<file path="config.mk">
export PLATFORM = sky130hd
export DESIGN_NAME = multicycle_seq_flat
export DESIGN_NICKNAME = d
export VERILOG_FILES = /design/src/rtl/multicycle_seq_if.sv /design/src/rtl/multicycle_seq.sv /design/src/flat_wrapper.sv
export SDC_FILE = /design/constraint.sdc
export NUM_CORES = 1
export LEC_CHECK = 0
export BUFFER_PORTS_ARGS = -buffer_cell sky130_fd_sc_hd__clkbuf_2
export CORE_MARGIN = 10
export CORE_UTILIZATION = 37
export DETAILED_ROUTE_END_ITERATION = 10
export PLACE_DENSITY = 0.84
export SYNTH_ARGS = -nofsm -noshare
export SYNTH_HDL_FRONTEND = slang
export SYNTH_SLANG_ARGS = --single-unit
</file>
<file path="constraint.sdc">
create_clock -name clk -period 1.5 [get_ports clk]
set_input_delay 0.3 -clock clk [delete_from_list [all_inputs] [get_ports clk]]
set_output_delay 0.3 -clock clk [all_outputs]
set_load 0.05 [all_outputs]
</file>
<file path="src/rtl/multicycle_seq_if.sv">
// rtl/multicycle_seq_if.sv - shared memory port between sequencer (master) and memory (slave)
interface multicycle_seq_if;
  logic mem_req;
  logic mem_ready;
  logic mem_fetch;
  logic mem_wr;

  modport master (
    output mem_req,
    output mem_fetch,
    output mem_wr,
    input  mem_ready
  );

  modport slave (
    input  mem_req,
    input  mem_fetch,
    input  mem_wr,
    output mem_ready
  );
endinterface

</file>
<file path="src/rtl/multicycle_seq.sv">
// rtl/multicycle_seq.sv - one-hot multi-cycle MIPS sequencer (IF/ID/EX/MEM/WB) with shared memory port
// Optional performance counters enabled by defining PERF_CNT_EN.
module multicycle_seq #(
  parameter int CNT_W = 32
) (
  input  logic                 clk,
  input  logic                 resetn,
  multicycle_seq_if.master     mem,
  input  logic                 dec_mem_read,
  input  logic                 dec_mem_write,
  input  logic                 dec_reg_write,
  input  logic                 dec_branch_taken,
  input  logic                 dec_jump,
  output logic                 ir_wen,
  output logic                 mdr_wen,
  output logic                 pc_wen,
  output logic [1:0]           pc_src,
  output logic                 rf_wen,
  output logic [5:0]           state,
  output logic                 inst_retire,
  output logic [CNT_W-1:0]     cycle_cnt,
  output logic [CNT_W-1:0]     inst_cnt
);

  localparam logic [5:0] S_INIT = 6'b000001;
  localparam logic [5:0] S_IF   = 6'b000010;
  localparam logic [5:0] S_ID   = 6'b000100;
  localparam logic [5:0] S_EX   = 6'b001000;
  localparam logic [5:0] S_MEM  = 6'b010000;
  localparam logic [5:0] S_WB   = 6'b100000;

  logic [5:0] state_q;
  logic [5:0] state_d;
  logic       req;
  logic       fetch;
  logic       wr;

  always_ff @(posedge clk or negedge resetn) begin
    if (!resetn) begin
      state_q <= S_INIT;
    end else begin
      state_q <= state_d;
    end
  end

  // Strobes decode purely from state so an async reset drops mem_req immediately.
  always_comb begin
    state_d     = state_q;
    req         = 1'b0;
    fetch       = 1'b0;
    wr          = 1'b0;
    ir_wen      = 1'b0;
    mdr_wen     = 1'b0;
    pc_wen      = 1'b0;
    pc_src      = 2'd0;
    rf_wen      = 1'b0;
    inst_retire = 1'b0;
    case (state_q)
      S_INIT: state_d = S_IF;
      S_IF: begin
        req   = 1'b1;
        fetch = 1'b1;
        if (mem.mem_ready) begin
          ir_wen  = 1'b1;
          state_d = S_ID;
        end
      end
      S_ID: state_d = S_EX;
      S_EX: begin
        pc_wen = 1'b1;
        if (dec_jump) begin
          pc_src = 2'd2;
        end else if (dec_branch_taken) begin
          pc_src = 2'd1;
        end
        if (dec_mem_read || dec_mem_write) begin
          state_d = S_MEM;
        end else if (dec_reg_write) begin
          state_d = S_WB;
        end else begin
          inst_retire = 1'b1;
          state_d     = S_IF;
        end
      end
      S_MEM: begin
        req = 1'b1;
        wr  = dec_mem_write;
        if (mem.mem_ready) begin
          mdr_wen = dec_mem_read;
          if (dec_reg_write) begin
            state_d = S_WB;
          end else begin
            inst_retire = 1'b1;
            state_d     = S_IF;
          end
        end
      end
      S_WB: begin
        rf_wen      = 1'b1;
        inst_retire = 1'b1;
        state_d     = S_IF;
      end
      default: state_d = S_INIT;
    endcase
  end

  assign mem.mem_req   = req;
  assign mem.mem_fetch = fetch;
  assign mem.mem_wr    = wr;
  assign state         = state_q;

`ifdef PERF_CNT_EN
  always_ff @(posedge clk or negedge resetn) begin
    if (!resetn) begin
      cycle_cnt <= '0;
      inst_cnt  <= '0;
    end else begin
      cycle_cnt <= cycle_cnt + CNT_W'(1);
      if (inst_retire) begin
        inst_cnt <= inst_cnt + CNT_W'(1);
      end
    end
  end
`else
  assign cycle_cnt = '0;
  assign inst_cnt  = '0;
`endif

endmodule
</file>
<file path="src/flat_wrapper.sv">
// flat-port wrapper written by rule: the top's interface ports become plain ports
module multicycle_seq_flat 
#(
  parameter int CNT_W = 32
)
  (clk, resetn, dec_mem_read, dec_mem_write, dec_reg_write, dec_branch_taken, dec_jump, ir_wen, mdr_wen, pc_wen, pc_src, rf_wen, state, inst_retire, cycle_cnt, inst_cnt, mem_mem_req, mem_mem_fetch, mem_mem_wr, mem_mem_ready);
  multicycle_seq_if mem_i ();
  input  logic clk;
  input  logic resetn;
  input  logic dec_mem_read;
  input  logic dec_mem_write;
  input  logic dec_reg_write;
  input  logic dec_branch_taken;
  input  logic dec_jump;
  output logic ir_wen;
  output logic mdr_wen;
  output logic pc_wen;
  output logic [1:0] pc_src;
  output logic rf_wen;
  output logic [5:0] state;
  output logic inst_retire;
  output logic [CNT_W-1:0] cycle_cnt;
  output logic [CNT_W-1:0] inst_cnt;
  output wire logic [$bits(mem_i.mem_req)-1:0] mem_mem_req;
  output wire logic [$bits(mem_i.mem_fetch)-1:0] mem_mem_fetch;
  output wire logic [$bits(mem_i.mem_wr)-1:0] mem_mem_wr;
  input wire logic [$bits(mem_i.mem_ready)-1:0] mem_mem_ready;
  assign mem_mem_req = mem_i.mem_req;
  assign mem_mem_fetch = mem_i.mem_fetch;
  assign mem_mem_wr = mem_i.mem_wr;
  assign mem_i.mem_ready = mem_mem_ready;
  multicycle_seq #(.CNT_W(CNT_W)) u_core (.clk(clk), .resetn(resetn), .mem(mem_i), .dec_mem_read(dec_mem_read), .dec_mem_write(dec_mem_write), .dec_reg_write(dec_reg_write), .dec_branch_taken(dec_branch_taken), .dec_jump(dec_jump), .ir_wen(ir_wen), .mdr_wen(mdr_wen), .pc_wen(pc_wen), .pc_src(pc_src), .rf_wen(rf_wen), .state(state), .inst_retire(inst_retire), .cycle_cnt(cycle_cnt), .inst_cnt(inst_cnt));
endmodule
</file>
==> key figures <==
Outcome
  • Outcome: finished, violations left
  • Failing checks: negative setup slack

STA
  • Tcrit/Tclk final: 1.270
  • Setup ws final: -0.4051 ns
  • Worst-case clock skew: 0.004581 ns
  • Unrepaired setup endpoints after global routing: true
  • Tmin final: 1.905 ns
  • Highest clock rate: 524.9 MHz
  • Final setup fails: 12
  • Slew Viols, Final: 0
  • Final Hold Vio Count: 0

Synth
  • Syn Inst Count: about 110
  • Post-synth top area share: 0.5086
  • Synth cell count leaders: buf_4 (64), dfrtp_1 (5), nor2_1 (4), o21ai_0 (4)
  • Count of cell types in the netlist: 32
  • Sequential fraction of the synthesis area: 0.1603
  • #FFs+latches synth: 6
  • Most common cell in the netlist: buf_4
  • Ys flop type: dfrtp_1
  • Number of synthesized flops with an enable pin: 0
  • Dominant cell type by area after synthesis: buf_4
  • FFs w/ async S/R, synth: 1.000
  • Largest cells by area after synthesis: buf_4 (51%), dfrtp_1 (13%), dfstp_2 (2.8%), buf_6 (2.4%), nand3b_1 (2.4%)
  • Warnings from Yosys: 0
  • Mean post-synth cell area: 8.360 um2
  • Mapped cell area: 944.7 um2

Setup path
  • Critical path peak fanout: 3
  • Flop-to-flop setup slack: -0.11 ns
  • Critical path class: flop to output pin
  • Critical Path Source Type: flop
  • Critical Path End Type: output pin
  • Reg2reg start: u_core.state[1]$_DFFE_PN0P_
  • Data required time of the worst path: 1.20 ns
  • Worst r2r dst: u_core.state[1]$_DFFE_PN0P_
  • Worst Path Arrival: 1.61 ns
  • Crit path largest cell delay: about 0.56 ns
  • Cell Chain, Critical Path: nor3_4, and4bb_4, a22oi_2, o22ai_4, buf_12
  • Crit path max-delay cell type: dfstp_2
  • R2R cell count: 7

Detailed routing
  • Routed len/inst: 14.68 um
  • Vias: around 750
  • DRC viols: 0
  • DRT Pass-1 Iters: 4
  • WL final: ~2800 um
  • Routed Antenna Nets: 0
  • Post-DR vias/cell: 3.973
  • Iteration-0 DRC Markers: 62

Power
  • Total chip power: between 1.5 and 2 mW
  • PwrDens: around 1500 nW/um2
  • Static Leakage: 0.6664 nW
  • Peak supply drop: between 1000 and 1500 uV

Clock network
  • CTS tree: done
  • CTS Buffer Depth: 2
  • Clock Sink Count: 6
  • Worst-path clk slew: 0.05 ns
  • H-Tree Depth: 1
  • Clock root cell: clkbuf_4
  • TritonCTS Buffers: 3
  • Clock Latency Late Sink: 0.25 ns

Floorplan
  • Rows: 18
  • DIE WIDTH: 70.53 um
  • Top-level port count: 88
  • Die height: around 71 um
  • Die area: 4974 um2
  • Core area: around 2500 um2
  • Initial Util: 0.3848

Final layout
  • Area delta synth->final: 40.26%
  • Layout Nets: 167
  • Multi-input gate area: 618.1 um2
  • Share of cells above drive strength 1: 0.4557
  • Number of diodes: 0
  • Non-filler cells, final: 188
  • Max reg flops: 6
  • Register Area: 157.7 um2
  • Fillers: 212

Global route
  • Grt total ovfl: 0
  • First-pass GRT wire length: about 4000 um
  • Initial antenna violation count: 0
  • Number of global-route vias before repair: 846
  • Largest net degree at the start of global routing: 9
  • GRT Total Usage: 0.09638

Hold path
  • Hold Startpoint: dec_reg_write
  • Hold path endpoint: u_core.state[5]$_DFFE_PN0P_
  • Worst Hold Class: input pin to flop
  • Worst Hold Depth: 2

Placement
  • # port buffers: 23
  • Final estimated routing congestion in global placement: 0.8219
  • Placed cells: 176
  • Detailed Place HPWL: 2178 um

Flow run
  • Max Cap Viol: 0
-- power by group --
group,internal [mW],switching [mW]
logic,0.552,1.00
registers,0.218,0.0479
clock network,0.101,0.0682
-- logic make-up after synthesis --
| family | after synthesis | synth area share |
|---|---|---|
| xor gates and xnor gates | 2 | 0.01855 |
| DFF | 6 | 0.1603 |
| and+or+nand+nor | 27 | 0.2106 |
| AOI/OAI and AO/OA | 10 | 0.07021 |
| other | 1 | 0.003970 |
| buffers and inverters | 67 | 0.5364 |
-- stage by stage --
stage                     setup slack (ns)  cell area (um2)    util  TNS, ns  hold slack [ns]
final                              -0.4051             1325  0.5398   -3.121           0.3696
after global routing               -0.4511             1325  0.5398   -3.722           0.3724
after CTS                          -0.3720             1280  0.5214   -2.948           0.3608
after detailed placement           -0.1478             1136  0.4628  -0.6687           0.1373
after global placement             -0.1245             1136  0.4628  -0.5497           0.1320
after floorplan                    -0.5034             1239       -   -4.169         0.004409
-- what timing repair did --
| item | CTS | global route |
|---|---|---|
| buffers inserted | 5 | 4 |
| gates resized for setup | 22 | 7 |
| hold endpoints to repair | 5 | 0 |
| setup endpoints to repair | 12 | 14 |
| hold buffers | 1 | 0 |
| pin swaps | 14 | 13 |
-- worst max-delay path: cells and delay by family, from the launching register on --
kind / cells / cell delay [ns]
AO/OA/AOI/OAI: 2 / 0.38
AND/OR/NAND/NOR: 2 / 0.26
buffers and inverters: 1 / 0.16
flip-flops: 1 / 0.56
-- cell type report --
| class | count | area share |
|---|---|---|
| multi-input cells | 103 | 0.4665 |
| repair buffers | 44 | 0.3617 |
| flip-flops and latches | 6 | 0.1190 |
| well taps | 30 | 0.02833 |
| clock buffers | 4 | 0.01983 |
| inverters | 1 | 0.004721 |
-- layer usage --
layer | vias to the layer above | routed length (um) | track usage
met1 | 353 | 903 | 0.08287
met4 | 0 | 61 | 0.03226
met3 | 6 | 243 | 0.04324
met5 | - | 0 | 0
li1 | 336 | - | -
met2 | 52 | 1550 | 0.1906
-- worst max path at each step --
stage	depth (start not counted)	from	to
global route	5	u_core.state[0]$_DFFE_PN1P_	inst_retire
global placement	5	u_core.state[2]$_DFFE_PN0P_	pc_src[0]
finish	5	u_core.state[0]$_DFFE_PN1P_	inst_retire
detailed placement	5	u_core.state[2]$_DFFE_PN0P_	pc_src[0]
floorplan	3	u_core.state[2]$_DFFE_PN0P_	ir_wen
CTS	5	u_core.state[0]$_DFFE_PN1P_	inst_retire
-- layout by cell type (no fill, tap or decap), types with 2 or more instances in the layout --
| cell | Yosys | routed |
|---|---|---|
| nor2_4 | 0 | 3 |
| clkbuf_2 | 0 | 12 |
| o21ai_1 | 1 | 4 |
| buf_4 | 64 | 8 |
| nor3_4 | 0 | 2 |
| conb_1 | 1 | 64 |
| nand3b_1 | 3 | 3 |
| clkbuf_4 | 0 | 3 |
| buf_12 | 0 | 10 |
| and2_4 | 0 | 3 |
| buf_6 | 2 | 12 |
| dfrtp_2 | 0 | 5 |
No activity file was read; power rests on OpenSTA's default activity.
